### config.mk
export PLATFORM = sky130hd
export DESIGN_NAME = fetch_stage
export DESIGN_NICKNAME = d
export VERILOG_FILES = /design/src/rtl/fetch_stage_pkg.sv /design/src/rtl/fetch_hold_buf.sv /design/src/rtl/fetch_stage.sv
export SDC_FILE = /design/constraint.sdc
export NUM_CORES = 1
export LEC_CHECK = 0
export ABC_AREA = 1
export CORE_UTILIZATION = 46
export CTS_CLUSTER_SIZE = 8
export DETAILED_ROUTE_END_ITERATION = 8
export GPL_ROUTABILITY_DRIVEN = 1
export PLACE_DENSITY = 0.95
export SETUP_SLACK_MARGIN = 0.02
export SYNTH_ARGS = -nofsm -noshare
export SYNTH_HDL_FRONTEND = slang
export SYNTH_SLANG_ARGS = --single-unit
export TNS_END_PERCENT = 20
### constraint.sdc
create_clock -name clk -period 5.7 [get_ports clk]
set_clock_uncertainty 0.1 [all_clocks]
set_input_delay 1.425 -clock clk [delete_from_list [all_inputs] [get_ports clk]]
set_output_delay 1.425 -clock clk [all_outputs]
set_load 0.01 [all_outputs]
### src/rtl/fetch_stage_pkg.sv
`default_nettype none
// ============================================================================
// Module      : fetch_stage_pkg
// Description : Shared encodings for the instruction-fetch front end:
//               pc_sel encoding, NOP word, address regions, FSM states.
// Revision    : 1.0 - initial release
// ============================================================================
package fetch_stage_pkg;

    // pc_sel encoding shared with control_logic (2'd3 is reserved, acts as PC+4)
    localparam logic [1:0]  c_pc_sel_jal  = 2'd0;
    localparam logic [1:0]  c_pc_sel_alu  = 2'd1;
    localparam logic [1:0]  c_pc_sel_pc4  = 2'd2;

    // addi x0, x0, 0
    localparam logic [31:0] c_nop_inst    = 32'h0000_0013;

    // Address regions decoded from the top nibble of the PC
    localparam logic [3:0]  c_region_bios = 4'h4;
    localparam logic [3:0]  c_region_imem = 4'h1;

    // Fetch FSM encodings
    localparam logic [1:0]  c_st_boot     = 2'd0;
    localparam logic [1:0]  c_st_run      = 2'd1;
    localparam logic [1:0]  c_st_hold     = 2'd2;

    // True when the region nibble maps onto a memory that can return instructions
    function automatic logic is_fetch_region(input logic [3:0] region);
        return (region == c_region_bios) || (region == c_region_imem);
    endfunction

endpackage
`default_nettype wire

### src/rtl/fetch_hold_buf.sv
`default_nettype none
// ============================================================================
// Module      : fetch_hold_buf
// Description : Holds the F/D instruction while fetch is stalled. The word
//               returned by the synchronous memory is only valid for one
//               cycle, so it is captured on entry to the stall and replayed.
//               A redirect flushes it.
// Revision    : 1.0 - initial release
// ============================================================================
module fetch_hold_buf
    import fetch_stage_pkg::*;
#(
    parameter int DATA_W = 32
) (
    input  logic              clk,
    input  logic              rst,
    input  logic              i_capture,
    input  logic              i_flush,
    input  logic [DATA_W-1:0] i_data,
    input  logic              i_valid,
    output logic [DATA_W-1:0] o_data,
    output logic              o_valid
);

    logic [DATA_W-1:0] r_data;
    logic              r_valid;

    // Capture on the RUN->HOLD edge; flush (wrong path) takes priority
    always_ff @(posedge clk) begin
        if (rst || i_flush) begin
            r_data  <= DATA_W'(c_nop_inst);
            r_valid <= 1'b0;
        end else if (i_capture) begin
            r_data  <= i_data;
            r_valid <= i_valid;
        end
    end

    assign o_data  = r_data;
    assign o_valid = r_valid;

endmodule
`default_nettype wire

### src/rtl/fetch_stage.sv
`default_nettype none
// ============================================================================
// Module      : fetch_stage
// Description : Instruction-fetch front end of the 3-stage core. Owns the PC,
//               drives the next-fetch address to BIOS/IMEM, pairs returned
//               words with their PC and squashes wrong-path instructions.
//               Optional performance counters: define FETCH_PERF_CNT_EN.
// Revision    : 1.0 - initial release
// ============================================================================
module fetch_stage
    import fetch_stage_pkg::*;
#(
    parameter int                   PC_WIDTH = 32,
    parameter logic [PC_WIDTH-1:0]  RESET_PC = 32'h4000_0000
) (
    input  logic                clk,
    input  logic                rst,
    input  logic                stall,
    input  logic [1:0]          pc_sel,
    input  logic [PC_WIDTH-1:0] jal_target,
    input  logic [PC_WIDTH-1:0] alu_target,
    input  logic [31:0]         bios_rdata,
    input  logic [31:0]         imem_rdata,
    output logic [PC_WIDTH-1:0] fetch_addr,
    output logic [PC_WIDTH-1:0] pc_fd,
    output logic [31:0]         inst_fd,
    output logic                valid_fd
`ifdef FETCH_PERF_CNT_EN
    ,
    output logic [31:0]         fetch_cnt,
    output logic [31:0]         bubble_cnt
`endif
);

    localparam logic [PC_WIDTH-1:0] c_align_mask = ~PC_WIDTH'(3);

    logic [PC_WIDTH-1:0] r_pc_fd;
    logic [1:0]          r_state;

    logic                w_redirect;
    logic [3:0]          w_region;
    logic                w_src_ok;
    logic [31:0]         w_src_inst;
    logic                w_hold_capture;
    logic [31:0]         w_hold_data;
    logic                w_hold_valid;
    logic                w_valid;
    logic [31:0]         w_inst;

    assign w_redirect = (pc_sel == c_pc_sel_alu);

    // Next-fetch address: reset, then X redirect (beats stall), stall, JAL, PC+4
    always_comb begin
        fetch_addr = r_pc_fd + PC_WIDTH'(4);
        if (rst) begin
            fetch_addr = RESET_PC;
        end else if (w_redirect) begin
            fetch_addr = alu_target & c_align_mask;
        end else if (stall) begin
            fetch_addr = r_pc_fd;
        end else if (pc_sel == c_pc_sel_jal) begin
            fetch_addr = jal_target & c_align_mask;
        end
    end

    // PC of the word currently returning from memory
    always_ff @(posedge clk) begin
        if (rst) begin
            r_pc_fd <= RESET_PC;
        end else begin
            r_pc_fd <= fetch_addr;
        end
    end

    // Source memory select from the PC region
    assign w_region   = r_pc_fd[PC_WIDTH-1 -: 4];
    assign w_src_ok   = is_fetch_region(w_region);
    assign w_src_inst = (w_region == c_region_bios) ? bios_rdata :
                        (w_region == c_region_imem) ? imem_rdata : c_nop_inst;

    // Fetch FSM: BOOT for one cycle after reset, RUN normally, HOLD while stalled
    always_ff @(posedge clk) begin
        if (rst) begin
            r_state <= c_st_boot;
        end else begin
            case (r_state)
                c_st_boot: if (!(stall && !w_redirect)) r_state <= c_st_run;
                c_st_run:  if (stall && !w_redirect)    r_state <= c_st_hold;
                c_st_hold: if (!stall || w_redirect)    r_state <= c_st_run;
                default:   r_state <= c_st_boot;
            endcase
        end
    end

    assign w_hold_capture = (r_state == c_st_run) && stall && !w_redirect;

    fetch_hold_buf #(
        .DATA_W (32)
    ) u_hold_buf (
        .clk       (clk),
        .rst       (rst),
        .i_capture (w_hold_capture),
        .i_flush   (w_redirect),
        .i_data    (w_src_inst),
        .i_valid   (w_src_ok),
        .o_data    (w_hold_data),
        .o_valid   (w_hold_valid)
    );

    // F/D presentation; a redirect kills the wrong-path instruction this cycle
    always_comb begin
        w_valid = 1'b0;
        w_inst  = c_nop_inst;
        case (r_state)
            c_st_run: begin
                if (w_src_ok && !w_redirect) begin
                    w_valid = 1'b1;
                    w_inst  = w_src_inst;
                end
            end
            c_st_hold: begin
                if (w_hold_valid && !w_redirect) begin
                    w_valid = 1'b1;
                    w_inst  = w_hold_data;
                end
            end
            default: begin
                w_valid = 1'b0;
                w_inst  = c_nop_inst;
            end
        endcase
    end

    assign pc_fd    = r_pc_fd;
    assign inst_fd  = w_inst;
    assign valid_fd = w_valid;

`ifdef FETCH_PERF_CNT_EN
    logic [31:0] r_fetch_cnt;
    logic [31:0] r_bubble_cnt;

    // Issued instructions and bubble cycles, both free-running with wrap
    always_ff @(posedge clk) begin
        if (rst) begin
            r_fetch_cnt  <= 32'd0;
            r_bubble_cnt <= 32'd0;
        end else begin
            if (w_valid && !stall) r_fetch_cnt  <= r_fetch_cnt + 32'd1;
            if (!w_valid)          r_bubble_cnt <= r_bubble_cnt + 32'd1;
        end
    end

    assign fetch_cnt  = r_fetch_cnt;
    assign bubble_cnt = r_bubble_cnt;
`endif

endmodule
`default_nettype wire

==> results_dict.tcl <==
set metrics [dict create \
    status "finished, final reports clean" \
    die-area_mm2 0.01125 \
    async_flop_share_pct 0 \
    synth_commonest_cells "nor2_1 (146), nand2_1 (128), nand3_1 (99)" \
    clock_latency_ns 0.35 \
    hold_violations 0 \
    power.total_mw 1.640 \
    die_y_um 106.1 \
    syn-cell-area_mm2 0.004981 \
    p_sw_share_pct 34.45 \
    power_frac_seq_pct 34.0 \
    critical_path.top_delay_family "buffers and inverters" \
    ant_nets 0 \
    io_buffers 225 \
    die_w_um 106.1 \
    yosysSeqAreaShare_pct 26.93 \
    drv_slew 0 \
    dominantRegCellSynth "dfxtp_1" \
    worstPathRequired_ns 4.18 \
    max_clock_freq_ghz 0.1899 \
    drc 0 \
    crit_top_cell "clkdlybuf4s50_1" \
    setup_tns_ns 0 \
    cp_data_arrival_time_ns 3.74 \
    p_leak_nw 2.974 \
    min_period_ns 5.265 \
    slew-limit-headroom_pct 37.35 \
    cts_made_buffers 9 \
    postLayoutCellArea_mm2 0.007561 \
    cts-htree-levels 3 \
    power_frac_clock_pct 30.9 \
    drt-total-wl_um 17640 \
    grt.total_usage_pct 30.68 \
    fin_crit_sh_pct 92.36 \
    viasPerCell 5.617 \
    setup_viol_count_final 0 \
    drive_gt1_share_pct 8.591 \
    p_int_mw 1.075 \
    final_util_pct 72.59 \
    peakVddDrop_mv 0.1874 \
    synth_seq_cells 67 \
    crit_chain "clkdlybuf4s50_1 -> inv_1 -> nor2_4 -> nor2_1 -> inv_2 -> o221ai_1 -> a21oi_1 -> clkdlybuf4s50_1" \
    p_comb_share_pct 35.0 \
    cts_root_buf "clkbuf_8" \
    critPathMaxStageDelay_ns 0.57 \
    crit_type "in2out" \
    areaGrowthSynthToFinish_pct 51.80 \
    synth_top_area_share_pct 26.93 \
    holdWs_ns 0.3769 \
    rsz0062_at_grt "no" \
    drt-pass1-iter-count 6 \
    critPathLaunchType "input port" \
    cts_resized 0 \
    antenna_found_initial 0 \
    yosys_warnings 0 \
    synthCells 794 \
    synth_nets 932 \
    cts_num_sinks 67 \
    cp_num_buf_inv 4 \
    clockBufferDepth 2 \
    worst_pin_slew_ns 0.9387 \
    fillers 820 \
    grt_max_degree 60 \
    synth_cell_type_count 33 \
    post_drt_wl_per_cell_um 15.51 \
    rows 37 \
    syn_area_per_cell_um2 6.273 \
    synth_edf_count 0 \
    antenna_cells 0 \
    cap_violations 0 \
    p_per_area_mw_per_mm2 216.9 \
    p_sw_uw 564.9 \
    start_util_pct 47.82 \
    worstPathMaxFanout 30 \
    vias 6386 \
    core_area_mm2 0.01042 \
    ctsHoldBuffers 0 \
    synth_area_leaders "dfxtp_1 (27%), nor2_1 (11%), nand3_1 (9.9%)" \
    yosysTopAreaCell "dfxtp_1" \
    endpoint_kind "output port" \
    multi_input_area_mm2 0.003154 \
    grt_overflow_total 0 \
    routabilityCongestion 0.9175 \
    hp-class "reg2reg" \
    grt_pass1_vias 5868 \
    cts_tree "done" \
    postCtsSetupRepairBufs 0 \
    place_area_mm2 0.007311 \
    synth.most_common_cell "nor2_1" \
    cp_slowest_cell "clkdlybuf4s50_1" \
    clkTransAtPathRegs_ns 0.08 \
    ioPinCount 230 \
    grt_pass1_wl_um 28200 \
    seqCellArea_mm2 0.001341 \
    nNetsFinal 1134 \
    drtIter0Drc 438 \
    hpwlAfterDp_um 12860 \
]
==> kinds of logic (layout without fill, tap and decap cells) <==
logic type                 Yosys count  count (layout)  share of synthesized area [%]
AOI/OAI and AO/OA                  209             209                          27.98
xor gates and xnor gates             2               2                         0.3517
adders and majority gates            5               5                          1.256
buffers and inverters              118             325                          10.05
DFF                                 67              67                          26.93
and+or+nand+nor                    393             393                          33.43
==> cell usage in the layout (no fill, tap or decap), drive strengths merged, types with 5 or more instances in the layout <==
master,synthesis,final
nand3,99,99
buf,33,14
o221ai,26,26
ha,5,5
a21oi,91,91
a22oi,29,29
dfxtp,67,67
clkdlybuf4s50,0,225
o21ai,48,48
nand2,132,132
nor2,156,156
clkbuf,15,10
inv,69,69
==> path summary, 6_finish.rpt <==
check | from | end | slack, ns | depth (start not counted)
worst max-delay path | pc_sel[0] | fetch_addr[12] | 0.44 | 8
worst min-delay path | pc_fd[0] | pc_fd[0] | 0.38 | 2
worst max register to register | r_state[1] | u_hold_buf.o_data[1] | 3.44 | 8
worst min register to register | pc_fd[0] | pc_fd[0] | 0.38 | 2
==> routing by layer <==
layer / share of wire [%] / track usage (%) / vias up
met5: 0 / 0 / -
met4: 2.1 / 8.730 / 0
met3: 8.8 / 7.174 / 32
met2: 47 / 50.84 / 325
met1: 42 / 39.61 / 2929
li1: - / - / 3100
==> per-stage QoR <==
step | std cells | setup slack (ns)
finish | 1137 | 0.4354
global placement | 1121 | 0.5397
CTS | 1137 | 0.4532
detailed placement | 1121 | 0.4747
global route | 1137 | 0.3309
floorplan | 794 | 1.701
==> area by class of cell <==
cell class              instances  area share (%)
well taps                     136           2.251
inverters                      70           3.475
flip-flops and latches         67           17.74
multi-input cells             609           41.72
clock buffers                  10           1.820
repair buffers                239           31.51
clock inverters                 6           1.489
==> power groups by stage <==
stage / logic, mW / clock network, mW / registers, mW
floorplan: 0.309 / 0 / 0.564
finish: 0.575 / 0.508 / 0.558
CTS: 0.572 / 0.509 / 0.556
detailed placement: 0.567 / 0 / 0.567
global placement: 0.553 / 0 / 0.565
global route: 0.626 / 0.532 / 0.563
==> state kept, by name (all words and copies together), names as in the netlist <==
| register | flops |
|---|---|
| pc_fd | 32 |
| u_hold_buf.o_data | 32 |
| r_state | 2 |
| u_hold_buf.o_valid | 1 |
==> worst register-to-register path, cell delays in order (launching register included) <==
cell,delay (ns)
dfxtp_1,0.35
inv_1,0.10
ha_1,0.28
inv_1,0.13
nor2_2,0.11
buf_4,0.35
inv_2,0.37
a21oi_1,0.24
o21ai_1,0.09
No activity file was read; power rests on OpenSTA's default activity.
